## src/rtl/vga_dac_pkg.sv

```systemverilog
// rtl/vga_dac_pkg.sv - shared types and timing helpers for the VGA DAC matrix controller
package vga_dac_pkg;

   typedef enum logic [1:0] {
      MODE_EXT   = 2'd0,
      MODE_BARS  = 2'd1,
      MODE_RAMP  = 2'd2,
      MODE_WHITE = 2'd3
   } mode_t;

   typedef struct packed {
      logic act;
      logic hs;
      logic vs;
   } vid_ctl_t;

   localparam int LAT = 2;

   function automatic int h_total(input int act, input int fp, input int sync, input int bp);
      return act + fp + sync + bp;
   endfunction

   function automatic int v_total(input int act, input int fp, input int sync, input int bp);
      return act + fp + sync + bp;
   endfunction

endpackage

```

## src/rtl/vga_timing_gen.sv

```systemverilog
// rtl/vga_timing_gen.sv - h/v raster counters with stage-0 active and sync flags
module vga_timing_gen
   import vga_dac_pkg::*;
#(
   parameter int H_ACTIVE = 640,
   parameter int H_FP     = 16,
   parameter int H_SYNC   = 96,
   parameter int H_BP     = 48,
   parameter int V_ACTIVE = 480,
   parameter int V_FP     = 10,
   parameter int V_SYNC   = 2,
   parameter int V_BP     = 33,
   parameter int HW       = $clog2(h_total(H_ACTIVE, H_FP, H_SYNC, H_BP) + 1),
   parameter int VW       = $clog2(v_total(V_ACTIVE, V_FP, V_SYNC, V_BP) + 1)
) (
   input  logic          clk,
   input  logic          rst,
   output logic [HW-1:0] h,
   output logic [VW-1:0] v,
   output vid_ctl_t      ctl
);

   localparam logic [HW-1:0] H_LAST = HW'(h_total(H_ACTIVE, H_FP, H_SYNC, H_BP) - 1);
   localparam logic [HW-1:0] H_ACT  = HW'(H_ACTIVE);
   localparam logic [HW-1:0] HS_BEG = HW'(H_ACTIVE + H_FP);
   localparam logic [HW-1:0] HS_END = HW'(H_ACTIVE + H_FP + H_SYNC);
   localparam logic [VW-1:0] V_LAST = VW'(v_total(V_ACTIVE, V_FP, V_SYNC, V_BP) - 1);
   localparam logic [VW-1:0] V_ACT  = VW'(V_ACTIVE);
   localparam logic [VW-1:0] VS_BEG = VW'(V_ACTIVE + V_FP);
   localparam logic [VW-1:0] VS_END = VW'(V_ACTIVE + V_FP + V_SYNC);

   logic [HW-1:0] h_q, h_d;
   logic [VW-1:0] v_q, v_d;

   always_comb begin
      h_d = h_q + HW'(1);
      v_d = v_q;
      if (h_q == H_LAST) begin
         h_d = '0;
         v_d = (v_q == V_LAST) ? '0 : v_q + VW'(1);
      end
   end

   always_ff @(posedge clk) begin
      if (rst) begin
         h_q <= '0;
         v_q <= '0;
      end else begin
         h_q <= h_d;
         v_q <= v_d;
      end
   end

   always_comb begin
      ctl.act = (h_q < H_ACT) && (v_q < V_ACT);
      ctl.hs  = (h_q >= HS_BEG) && (h_q < HS_END);
      ctl.vs  = (v_q >= VS_BEG) && (v_q < VS_END);
   end

   assign h = h_q;
   assign v = v_q;

endmodule

```

## src/rtl/vga_dac_matrix_ctrl.sv

```systemverilog
// rtl/vga_dac_matrix_ctrl.sv - VGA timing, per-channel DAC code/pattern pipeline and frame-synchronous bias trim
module vga_dac_matrix_ctrl
   import vga_dac_pkg::*;
#(
   parameter int NCH      = 3,
   parameter int DW       = 8,
   parameter int BIASW    = 3,
   parameter int BIAS_RST = 4,
   parameter int H_ACTIVE = 640,
   parameter int H_FP     = 16,
   parameter int H_SYNC   = 96,
   parameter int H_BP     = 48,
   parameter int V_ACTIVE = 480,
   parameter int V_FP     = 10,
   parameter int V_SYNC   = 2,
   parameter int V_BP     = 33,
   parameter bit SYNC_POL = 1'b0
) (
   input  logic                 clk,
   input  logic                 rst,
   input  logic                 cfg_en,
   input  logic                 cfg_bit,
   input  logic [NCH*DW-1:0]    pix_in,
   output logic                 pix_ready,
   output logic                 hsync,
   output logic                 vsync,
   output logic                 de,
   output logic [NCH*DW-1:0]    dac_code,
   output logic [NCH*BIASW-1:0] dac_bias
);

   localparam int HW = $clog2(h_total(H_ACTIVE, H_FP, H_SYNC, H_BP) + 1);
   localparam int VW = $clog2(v_total(V_ACTIVE, V_FP, V_SYNC, V_BP) + 1);
   localparam int BW = NCH * BIASW;
   localparam int SW = BW + 2;
   localparam logic [HW-1:0] BAR_W = HW'(H_ACTIVE / 8);

   logic [HW-1:0] h0;
   logic [VW-1:0] v0;
   vid_ctl_t      ctl0;

   vga_timing_gen #(
      .H_ACTIVE(H_ACTIVE), .H_FP(H_FP), .H_SYNC(H_SYNC), .H_BP(H_BP),
      .V_ACTIVE(V_ACTIVE), .V_FP(V_FP), .V_SYNC(V_SYNC), .V_BP(V_BP),
      .HW(HW), .VW(VW)
   ) u_timing (
      .clk (clk),
      .rst (rst),
      .h   (h0),
      .v   (v0),
      .ctl (ctl0)
   );

   logic frame_start;
   assign frame_start = (h0 == '0) && (v0 == '0);
   assign pix_ready   = ctl0.act & ~rst;

   logic              cfg_en_q, cfg_en_d;
   logic [SW-1:0]     shadow_q, shadow_d;
   logic              pending_q, pending_d;
   mode_t             mode_q, mode_d;
   logic [BW-1:0]     bias_q, bias_d;
   vid_ctl_t          ctl_q [LAT];
   vid_ctl_t          ctl_d [LAT];
   logic [HW-1:0]     h1_q, h1_d;
   logic [NCH*DW-1:0] pix1_q, pix1_d;
   logic [NCH*DW-1:0] code_q, code_d;
   logic [2:0]        bar_inv;

   // Live settings only move at frame start, using whatever the shadow holds at that moment.
   always_comb begin
      cfg_en_d  = cfg_en;
      shadow_d  = cfg_en ? {shadow_q[SW-2:0], cfg_bit} : shadow_q;
      pending_d = pending_q;
      mode_d    = mode_q;
      bias_d    = bias_q;
      if (frame_start && pending_q) begin
         mode_d    = mode_t'(shadow_q[SW-1 -: 2]);
         bias_d    = shadow_q[BW-1:0];
         pending_d = 1'b0;
      end
      if (cfg_en_q && !cfg_en) begin
         pending_d = 1'b1;
      end
   end

   always_comb begin
      ctl_d    = ctl_q;
      ctl_d[0] = ctl0;
      for (int i = 1; i < LAT; i++) begin
         ctl_d[i] = ctl_q[i-1];
      end
      h1_d    = h0;
      pix1_d  = pix_ready ? pix_in : pix1_q;
      bar_inv = ~3'(h1_q / BAR_W);
      code_d  = '0;
      case (mode_q)
         MODE_EXT:   code_d = pix1_q;
         MODE_BARS: begin
            for (int c = 0; c < NCH; c++) begin
               code_d[c*DW +: DW] = {DW{bar_inv[c % 3]}};
            end
         end
         MODE_RAMP: begin
            for (int c = 0; c < NCH; c++) begin
               code_d[c*DW +: DW] = DW'(h1_q);
            end
         end
         MODE_WHITE: code_d = '1;
         default:    code_d = '0;
      endcase
      if (!ctl_q[0].act) begin
         code_d = '0;
      end
   end

   always_ff @(posedge clk) begin
      if (rst) begin
         cfg_en_q  <= 1'b0;
         shadow_q  <= '0;
         pending_q <= 1'b0;
         mode_q    <= MODE_EXT;
         bias_q    <= {NCH{BIASW'(BIAS_RST)}};
         for (int i = 0; i < LAT; i++) begin
            ctl_q[i] <= '0;
         end
         h1_q   <= '0;
         pix1_q <= '0;
         code_q <= '0;
      end else begin
         cfg_en_q  <= cfg_en_d;
         shadow_q  <= shadow_d;
         pending_q <= pending_d;
         mode_q    <= mode_d;
         bias_q    <= bias_d;
         for (int i = 0; i < LAT; i++) begin
            ctl_q[i] <= ctl_d[i];
         end
         h1_q   <= h1_d;
         pix1_q <= pix1_d;
         code_q <= code_d;
      end
   end

   assign hsync    = ctl_q[LAT-1].hs ? SYNC_POL : ~SYNC_POL;
   assign vsync    = ctl_q[LAT-1].vs ? SYNC_POL : ~SYNC_POL;
   assign de       = ctl_q[LAT-1].act;
   assign dac_code = code_q;
   assign dac_bias = bias_q;

endmodule

```

## config.mk

```make
export PLATFORM = sky130hd
export DESIGN_NAME = vga_dac_matrix_ctrl
export DESIGN_NICKNAME = d
export VERILOG_FILES = /design/src/rtl/vga_dac_pkg.sv /design/src/rtl/vga_timing_gen.sv /design/src/rtl/vga_dac_matrix_ctrl.sv
export SDC_FILE = /design/constraint.sdc
export NUM_CORES = 1
export LEC_CHECK = 0
export ABC_AREA = 0
export CAP_MARGIN = 40
export CORE_UTILIZATION = 45
export DETAILED_ROUTE_END_ITERATION = 6
export PLACE_DENSITY = 0.7
export SYNTH_ARGS = -nofsm -noshare
export SYNTH_HDL_FRONTEND = slang
export SYNTH_SLANG_ARGS = --single-unit
```

## constraint.sdc

```tcl
create_clock -name clk -period 1.6 [get_ports clk]
set_input_delay 0.16 -clock clk [delete_from_list [all_inputs] [get_ports clk]]
set_output_delay 0.16 -clock clk [all_outputs]
set_load 0.03 [all_outputs]
```

Word level (Yosys, flattened, before mapping)
Cells that the tools add are included.

storage, ports and cells
  flip-flop bits (word level) = 108
  input bits = 28
  output and inout bits = 37
  word-level logic and storage cells = 53

cells by class
  add/sub/neg operators = 2
  div/mod/pow operators = 1
  order comparisons = 6
  eq/ne operators = 5
  mux-type cells = 6
  bitwise gates (word level) = 4
  reductions and logical operators = 13

operator list
  cell                                                                                  count
  24-bit case mux with 4 select lines                                                   1
  10-bit by 1-bit adder with 10-bit output, second input constant                       2
  10-bit equality test, second input constant                                           2
  10-bit logical NOT                                                                    2
  10-bit < comparator, second input constant                                            2
  10-bit by 9-bit < comparator with 1-bit output, second input constant                 2
  10-bit by 7-bit divider with 10-bit output, second input constant                     1
  10-bit greater-or-equal comparator, second input constant                             1
  10-bit by 9-bit greater-or-equal comparator with 1-bit output, second input constant  1
  10-bit two-way mux                                                                    1
  1-bit logical AND                                                                     6
  2-bit equality test, second input constant                                            2
  1-bit two-way mux                                                                     4
  2-bit OR reduction                                                                    2
  3-bit NOT                                                                             1
  2-bit by 1-bit equality test with 1-bit output, second input constant                 1
  2-bit logical NOT                                                                     1
  1-bit NOT                                                                             2
  2-bit nonzero test                                                                    1
  1-bit AND                                                                             1
  1-bit logical NOT                                                                     1

Depth between registers and ports, before layout
Gate-level depths: netlist of the first run.

  depth in word-level cells = 5
  gate-level depth with buffers = 7
  gate-level depth less buffers = 6

Modules after synthesis
From an unflattened synthesis of the first run, not the netlist that was laid out.

unflattened totals
  cell total of the unflattened synthesis = 462
  area total of the unflattened synthesis = 4483.0 um^2

modules (own cells, without submodules)
  module               times used  cells an instance  area each (um^2)  seq. area each (um^2)
  vga_dac_matrix_ctrl  1           342                3457.1            1761.7
  vga_timing_gen       1           120                1026.0            400.4

Worst setup path before layout of the first run
No wires, ideal clock.

  path type = reg-to-reg
  from = reg u_timing.h_q[0] (netlist: u_timing.h[0])
  to = reg u_timing.v_q[9] (netlist: u_timing.v[9])
  library setup time = 0.135 ns
  arrival = 1.480 ns
  required time = 1.465 ns
  path slack = -0.015 ns
  stages on the path, launching flop included = 7
  path buffers = 1
  clock period less this slack = 1.615 ns
  cell sequence = dfxtp_1 -> ha_1 -> and3_1 -> buf_2 -> nand3_1 -> o21bai_1 -> o21ai_0

between the ends
  word-level cells in the longest chain between the ends = 1

ends and longest elaborated chain
  what                    line                  RTL
  start, declared         vga_timing_gen.sv:32  logic [HW-1:0] h_q, h_d;
  start signal, assigned  vga_timing_gen.sv:46  h_q <= '0;
  start signal, assigned  vga_timing_gen.sv:49  h_q <= h_d;
  10-bit equality test    vga_timing_gen.sv:38  if (h_q == H_LAST) begin
  end signal, assigned    vga_timing_gen.sv:50  v_q <= v_d;
  end, declared           vga_timing_gen.sv:33  logic [VW-1:0] v_q, v_d;

No other way between the ends.
A chain may end at the register's enable or synchronous reset.

Worst setup path after layout of the first run
  from = reg u_timing.h_q[1] (netlist: u_timing.h[1])
  to = reg u_timing.v_q[7] (netlist: u_timing.v[7])

Same word-level chain as after synthesis.

==> run metrics, run 1 <==
total power around 5 mW; P&R area growth vs syn 34.7%; Final Hold Vio Count 0; Crit-path slowest cell dfxtp_4; Fin Setup TNS -1.00 ns; worst path cell trace buf_4, ha_1, and3_4, buf_4, nand4_1, or3_4, a21oi_2; asr flop ratio synth 0%; failing checks negative setup slack; CTS root buffer clkbuf_8; Fmax around 590 MHz; Startpoint Class flop; Final Max Slew Viols 0; leak pwr ~2.5 nW; Multi-input gate area around 0.0024 mm²; hold path depth 2; most common cell in the synthesized netlist dfxtp_1; RSZ-0062 raised after global routing yes; maximum root-to-sink buffer count 2; power share of the clock group between 30% and 40%; Starting Density between 40% and 50%; DR vias between 3000 and 4000; register area approximately 0.0022 mm²; H-tree depth 3; net switching power figure around 1.2 mW; Peak VDD IR roughly 0.00045 V; most used flip-flop cell after synthesis dfxtp_1; Max-Cap Viols 0; Worst Tran Pin Value about 0.57 ns; Reg clk slew, reported paths 0.11 ns; PnR worst setup slack -0.104 ns; share of post-route cells with drive strength above 1 between 20% and 30%; die span in y ~100 µm; Die ar. between 0.01 and 0.015 mm²; Crit path arrival time 2.00 ns; placed cell count between 600 and 700; CTS tree built; R2R depth 7; minimum clock period ~1.7 ns; syn_area_per_cell approximately 9.6 µm²; row cnt 36; grt ovf 0; I/O pins 65; skew final between 0.009 and 0.01 ns; IO buf count 64; EDFF count, synth 0; CP endpoint kind flop; syn nets ~520; Clock Latency Late Sink ~0.38 ns; final cell count without fillers roughly 720; most instantiated cells after synthesis 108 x dfxtp_1, 65 x nor2_1, 46 x mux2i_1; area post-placement 0.00564 mm²; Final Setup Violations 22; PwrDens 801 mW/mm²; pin count of the biggest net entering global routing 60; slew margin rel. a little over 60%; switching share of power about 25%; Initial DRC Count between 150 and 200; Syn Std Cell Area roughly 0.0046 mm²; Critical Path RT 1.90 ns; largest cells by area after synthesis dfxtp_1 47%, mux2i_1 10%, nor2_1 5.3%; gpl congestion slightly below 0.9; Syn Inst Count 483; Core ar. roughly 0.0099 mm²; Crit Path Class flop to flop; post-DP HPWL roughly 7400 µm; post-place setup slack -0.131 ns; Final Cycle Share 107%; Filler cells 799; Tot GR Track Use 22.0%; total CTS buffers 9; Yosys top cell by area dfxtp_1; post-synthesis sequential area ratio between 40% and 50%; first-pass GRT wire length around 18000 µm; Final #Nets slightly above 600; Worst Hold Class input pin to flop; fin area between 0.006 and 0.007 mm²; slowest stage delay, CP about 0.37 ns; Total Wirelength about 11000 µm; Comb pwr share under 10%; number of global-route vias before repair ~3600; Avg WL per Cell between 15 and 20 µm; CP Max Fanout 4; DR vias/cell between 5 and 6; Hold Buf Count CTS 0; status complete, but fails checks; initial antenna violation count 0; Synthesis Warnings 0; Reg power frac about 56%; Crit path top cell by count buf_4; Power Internal roughly 3.7 mW; Die Wd just over 100 µm; Yosys top cell area share between 40% and 50%; antenna cells 0; Synth cell types 53; post-route ant nets 0; synthesis-stage register bit count ~110; Residual DRC 0; drt first pass iters 4; TritonCTS Sinks between 100 and 150
kinds of logic after synthesis:
logic type	synth area share (%)
xor gates and xnor gates	2.28
DFF	46.9
AOI/OAI and AO/OA	11.9
buffers and inverters	4.83
adders and majority gates	1.08
muxes	9.98
and+or+nand+nor	23.1
layer usage:
| metal | wire (µm) | GRT usage, % |
|---|---|---|
| met1 | 5190 | 27.2 |
| met2 | 5620 | 38.1 |
| met3 | 407 | 4.10 |
| met4 | 176 | 8.23 |
| met5 | 0 | 0 |
layout by cell type (no fill, tap or decap), drive strengths merged, types with 9 or more instances in the layout:
| cell type | Yosys | layout |
|---|---|---|
| a21oi | 16 | 16 |
| a221oi | 9 | 9 |
| and2 | 9 | 9 |
| buf | 14 | 64 |
| clkbuf | 20 | 10 |
| clkdlybuf4s50 | 0 | 54 |
| dfxtp | 108 | 108 |
| inv | 13 | 14 |
| mux2i | 46 | 46 |
| nand2 | 11 | 11 |
| nand2b | 20 | 20 |
| nand3 | 11 | 11 |
| nor2 | 65 | 65 |
| nor2b | 34 | 34 |
| nor3 | 9 | 9 |
| o22ai | 16 | 16 |
stage by stage:
stage / hold slack [ns] / util, %
global placement: 0.421 / 57.2
CTS: 0.0474 / 61.8
global route: 0.0909 / 63.0
floorplan: 0.304 / -
finish: 0.0784 / 63.0
detailed placement: 0.427 / 57.2
critical path, delay by kind of cell (launching register included):
kind / cells / cell delay [ns]
AO/OA/AOI/OAI: 1 / 0.16
flip-flops: 1 / 0.37
buffers and inverters: 2 / 0.23
AND/OR/NAND/NOR: 3 / 0.71
adder cells (fa/ha/maj): 1 / 0.16
final timing paths:
| check | start | to | slack (ns) |
|---|---|---|---|
| setup reg to reg | u_timing.h[1]$_SDFF_PP0_ | u_timing.v[7]$_SDFFE_PP0P_ | -0.10 |
| setup / recovery | u_timing.h[1]$_SDFF_PP0_ | u_timing.v[7]$_SDFFE_PP0P_ | -0.10 |
| hold / removal | rst | u_timing.v[0]$_SDFFE_PP0P_ | 0.08 |
| hold reg to reg | ctl_d[0]$_SDFF_PP0_ | ctl_q[0]$_SDFF_PP0_ | 0.45 |
repair_timing:
action | 4_1_cts | 5_1_grt
setup buffers | 9 | 7
pin swaps | 7 | 11
cloned | 2 | 0
resized for setup | 35 | 44
setup endpoints to repair | 35 | 63
area by class of cell:
cell class                 count  area share, %
multi-input combinational    328           38.9
sequential                   108           35.2
timing repair buffer         126           19.0
tap                          133           2.68
clock buffer                  10           2.05
clock inverter                 6           1.15
inverter                      13           1.03
state kept, by name, summed over array words and instances, names as in the netlist:
register / flops
shadow_q: 11
u_timing.v: 10
cfg_en_q: 1
ctl_q: 2
h1_q: 10
ctl_d: 3
u_timing.h: 10
dac_code: 24
pending_q: 1
pix1_q: 24
mode_q: 2
dac_bias: 9
de: 1
power groups by stage:
| stage | clock (mW) | sequential [mW] | combinational [mW] |
|---|---|---|---|
| after floorplan | 0 | 2.89 | 0.221 |
| after global placement | 0 | 2.86 | 0.420 |
| after detailed placement | 0 | 2.86 | 0.429 |
| after CTS | 1.74 | 2.80 | 0.470 |
| after global routing | 1.86 | 2.80 | 0.519 |
| final | 1.71 | 2.80 | 0.480 |
Power figures use the tool's default switching activity.
==> run 2: changes to the inputs <==
--- a/config.mk
+++ b/config.mk
@@ -9,7 +9,7 @@
 export CAP_MARGIN = 40
 export CORE_UTILIZATION = 45
 export DETAILED_ROUTE_END_ITERATION = 6
-export PLACE_DENSITY = 0.7
+export PLACE_DENSITY_LB_ADDON = 0.08
 export SYNTH_ARGS = -nofsm -noshare
 export SYNTH_HDL_FRONTEND = slang
 export SYNTH_SLANG_ARGS = --single-unit
==> run 2 against run 1 <==
  * The flow still finishes with violations (negative setup slack)
  * Maximum frequency rose by 1.9%
  * Design area fell by 0.87%
  * Register-to-register slack improved by 0.03 ns
  * First-iteration DRC count rose by 11%
  * Routed wire length fell by 4.4%
  * Critical path type unchanged
==> run metrics, run 2 (same netlist as run 1, synthesis figures left out) <==
Final Setup Violations 16; grt ovf 0; placed cell count between 600 and 700; P&R area growth vs syn 33.6%; R2R depth 5; Startpoint Class flop; Total Wirelength approximately 11000 µm; Initial DRC Count 168; TritonCTS Sinks between 100 and 150; Crit path arrival time 1.95 ns; Critical Path RT 1.88 ns; met2 wire length approximately 5200 µm; Met3 Wirelength about 450 µm; antenna cells 0; Filler cells between 800 and 900; gpl congestion roughly 0.9; Crit Reg-Reg Endpoint dac_code[3]$_SDFF_PP0_; Reg clk slew, reported paths about 0.11 ns; post-DP HPWL 7400 µm; Clock Latency Late Sink around 0.37 ns; reg-to-reg setup timing slack -0.07 ns; DR vias between 3000 and 4000; IO buf count 64; maximum root-to-sink buffer count 2; number of global-route vias before repair approximately 3500; row cnt 36; minimum clock period around 1.7 ns; hold wc startpoint rst; Crit Path Class flop to flop; failing checks negative setup slack; Multi-input gate area 0.00237 mm²; Die Wd a little over 100 µm; Worst Tran Pin Value 0.415 ns; pin count of the biggest net entering global routing 65; total CTS buffers 9; wl on met1 5040 µm; Fmax ~600 MHz; skew final between 0.01 and 0.015 ns; Avg WL per Cell about 15 µm; most frequent cells in the layout 97 x dfxtp_1, 63 x nor2_1, 50 x clkdlybuf4s50_1; slew margin rel. about 72%; Final Max Slew Viols 0; RSZ-0062 raised after global routing yes; Worst Hold Class input pin to flop; Fin Setup TNS -0.343 ns; commonest non-fill, non-tap cell in the layout dfxtp_1; Residual DRC 0; Final Cycle Share 105%; final cell count without fillers 719; DR vias/cell about 5.2; Peak VDD IR 0.000440 V; post-route ant nets 0; CTS root buffer clkbuf_8; Starting Density 46.8%; register area ~0.0022 mm²; top routing layer in use met4; leak pwr 2.54 nW; Setup crit end dac_code[3]$_SDFF_PP0_; CP endpoint kind flop; Core ar. roughly 0.01 mm²; Final Hold Vio Count 0; I/O pins 65; status complete, but fails checks; Die ar. approximately 0.011 mm²; worst r2r src h1_q[8]$_SDFF_PP0_; share of post-route cells with drive strength above 1 around 20%; PnR worst setup slack -0.0727 ns; first-pass GRT wire length 17100 µm; H-tree depth 3; Final #Nets 613; Max-Cap Viols 0; drt first pass iters 4; PwrDens between 800 and 900 mW/mm²; initial antenna violation count 0; CP Launch Point h1_q[8]$_SDFF_PP0_; CTS tree built; CP Max Fanout 8; die span in y ~100 µm; Tot GR Track Use a little over a fifth
-- run 2: changes by cell type in the layout (fill, tap and decap cells not counted), sizes merged --
cell	before	now
dlymetal6s2s	8	12
clkdlybuf4s50	54	50
inv	14	15
buf	64	58
clkinvlp	2	0
clkbuf	10	11
clkinv	2	3
-- run 2: per-stage QoR --
stage,worst slack [ns],instance area (µm²),power [mW],hold slack [ns],util (%)
2_1_floorplan,0.0283,4620,3.11,0.304,-
3_3_place_gp,-0.109,5640,3.30,0.419,57.2
3_5_place_dp,-0.142,5640,3.30,0.426,57.2
4_1_cts,-0.0577,6010,5.06,0.151,60.9
6_report,-0.0727,6160,5.02,0.161,62.5
5_1_grt,-0.154,6160,5.23,0.173,62.5
-- run 2: layout make-up --
| class | count | share of cell area, % |
|---|---|---|
| clock buffer | 10 | 2.07 |
| clock inverter | 6 | 1.32 |
| inverter | 13 | 0.792 |
| multi-input combinational | 328 | 38.4 |
| sequential | 108 | 35.5 |
| tap | 133 | 2.70 |
| timing repair buffer | 121 | 19.2 |
-- run 2: per-layer routing --
layer,global-route usage [%],vias up
met3,4.10,13
met5,0,-
met4,8.02,0
met2,33.7,88
met1,27.8,1733
li1,-,1873
-- run 2: where the power goes --
group	internal, mW	switching, mW	total [mW]
sequential	2.75	0.0391	2.79
clock	0.756	0.993	1.75
combinational	0.252	0.224	0.476
total	3.76	1.26	5.02
-- run 2: critical path: stages (launching register included) --
cell,delay [ns]
dfxtp_4,0.39
buf_6,0.12
and2b_2,0.21
a221oi_4,0.25
o2111ai_4,0.28
a221oi_2,0.34
-- run 2: what timing repair did --
| action | in CTS | in global routing |
|---|---|---|
| setup endpoints to repair | 35 | 61 |
| hold buffers | 0 | 0 |
| gates cloned | 0 | 1 |
| gates resized for setup | 29 | 39 |
| setup buffers | 6 | 3 |
| pin swaps | 8 | 7 |
-- run 2: how the worst min path moves through the flow --
stage	endpoint	slack (ns)	cells after the start
5_1_grt	ctl_d[0]$_SDFF_PP0_	0.17	4
6_report	ctl_d[0]$_SDFF_PP0_	0.16	4
4_1_cts	ctl_d[0]$_SDFF_PP0_	0.15	4
2_1_floorplan	pix1_q[0]$_SDFFE_PP0P_	0.30	2
3_5_place_dp	ctl_q[1]$_SDFF_PP0_	0.43	1
3_3_place_gp	ctl_q[1]$_SDFF_PP0_	0.42	1
==> run 3: changes to the inputs <==
--- a/config.mk
+++ b/config.mk
@@ -7,6 +7,7 @@
 export LEC_CHECK = 0
 export ABC_AREA = 0
 export CAP_MARGIN = 40
+export CORE_MARGIN = 1
 export CORE_UTILIZATION = 45
 export DETAILED_ROUTE_END_ITERATION = 6
 export PLACE_DENSITY_LB_ADDON = 0.08
==> results of run 3 <==
Final layout, timing and power as in run 2 (identical DEF).
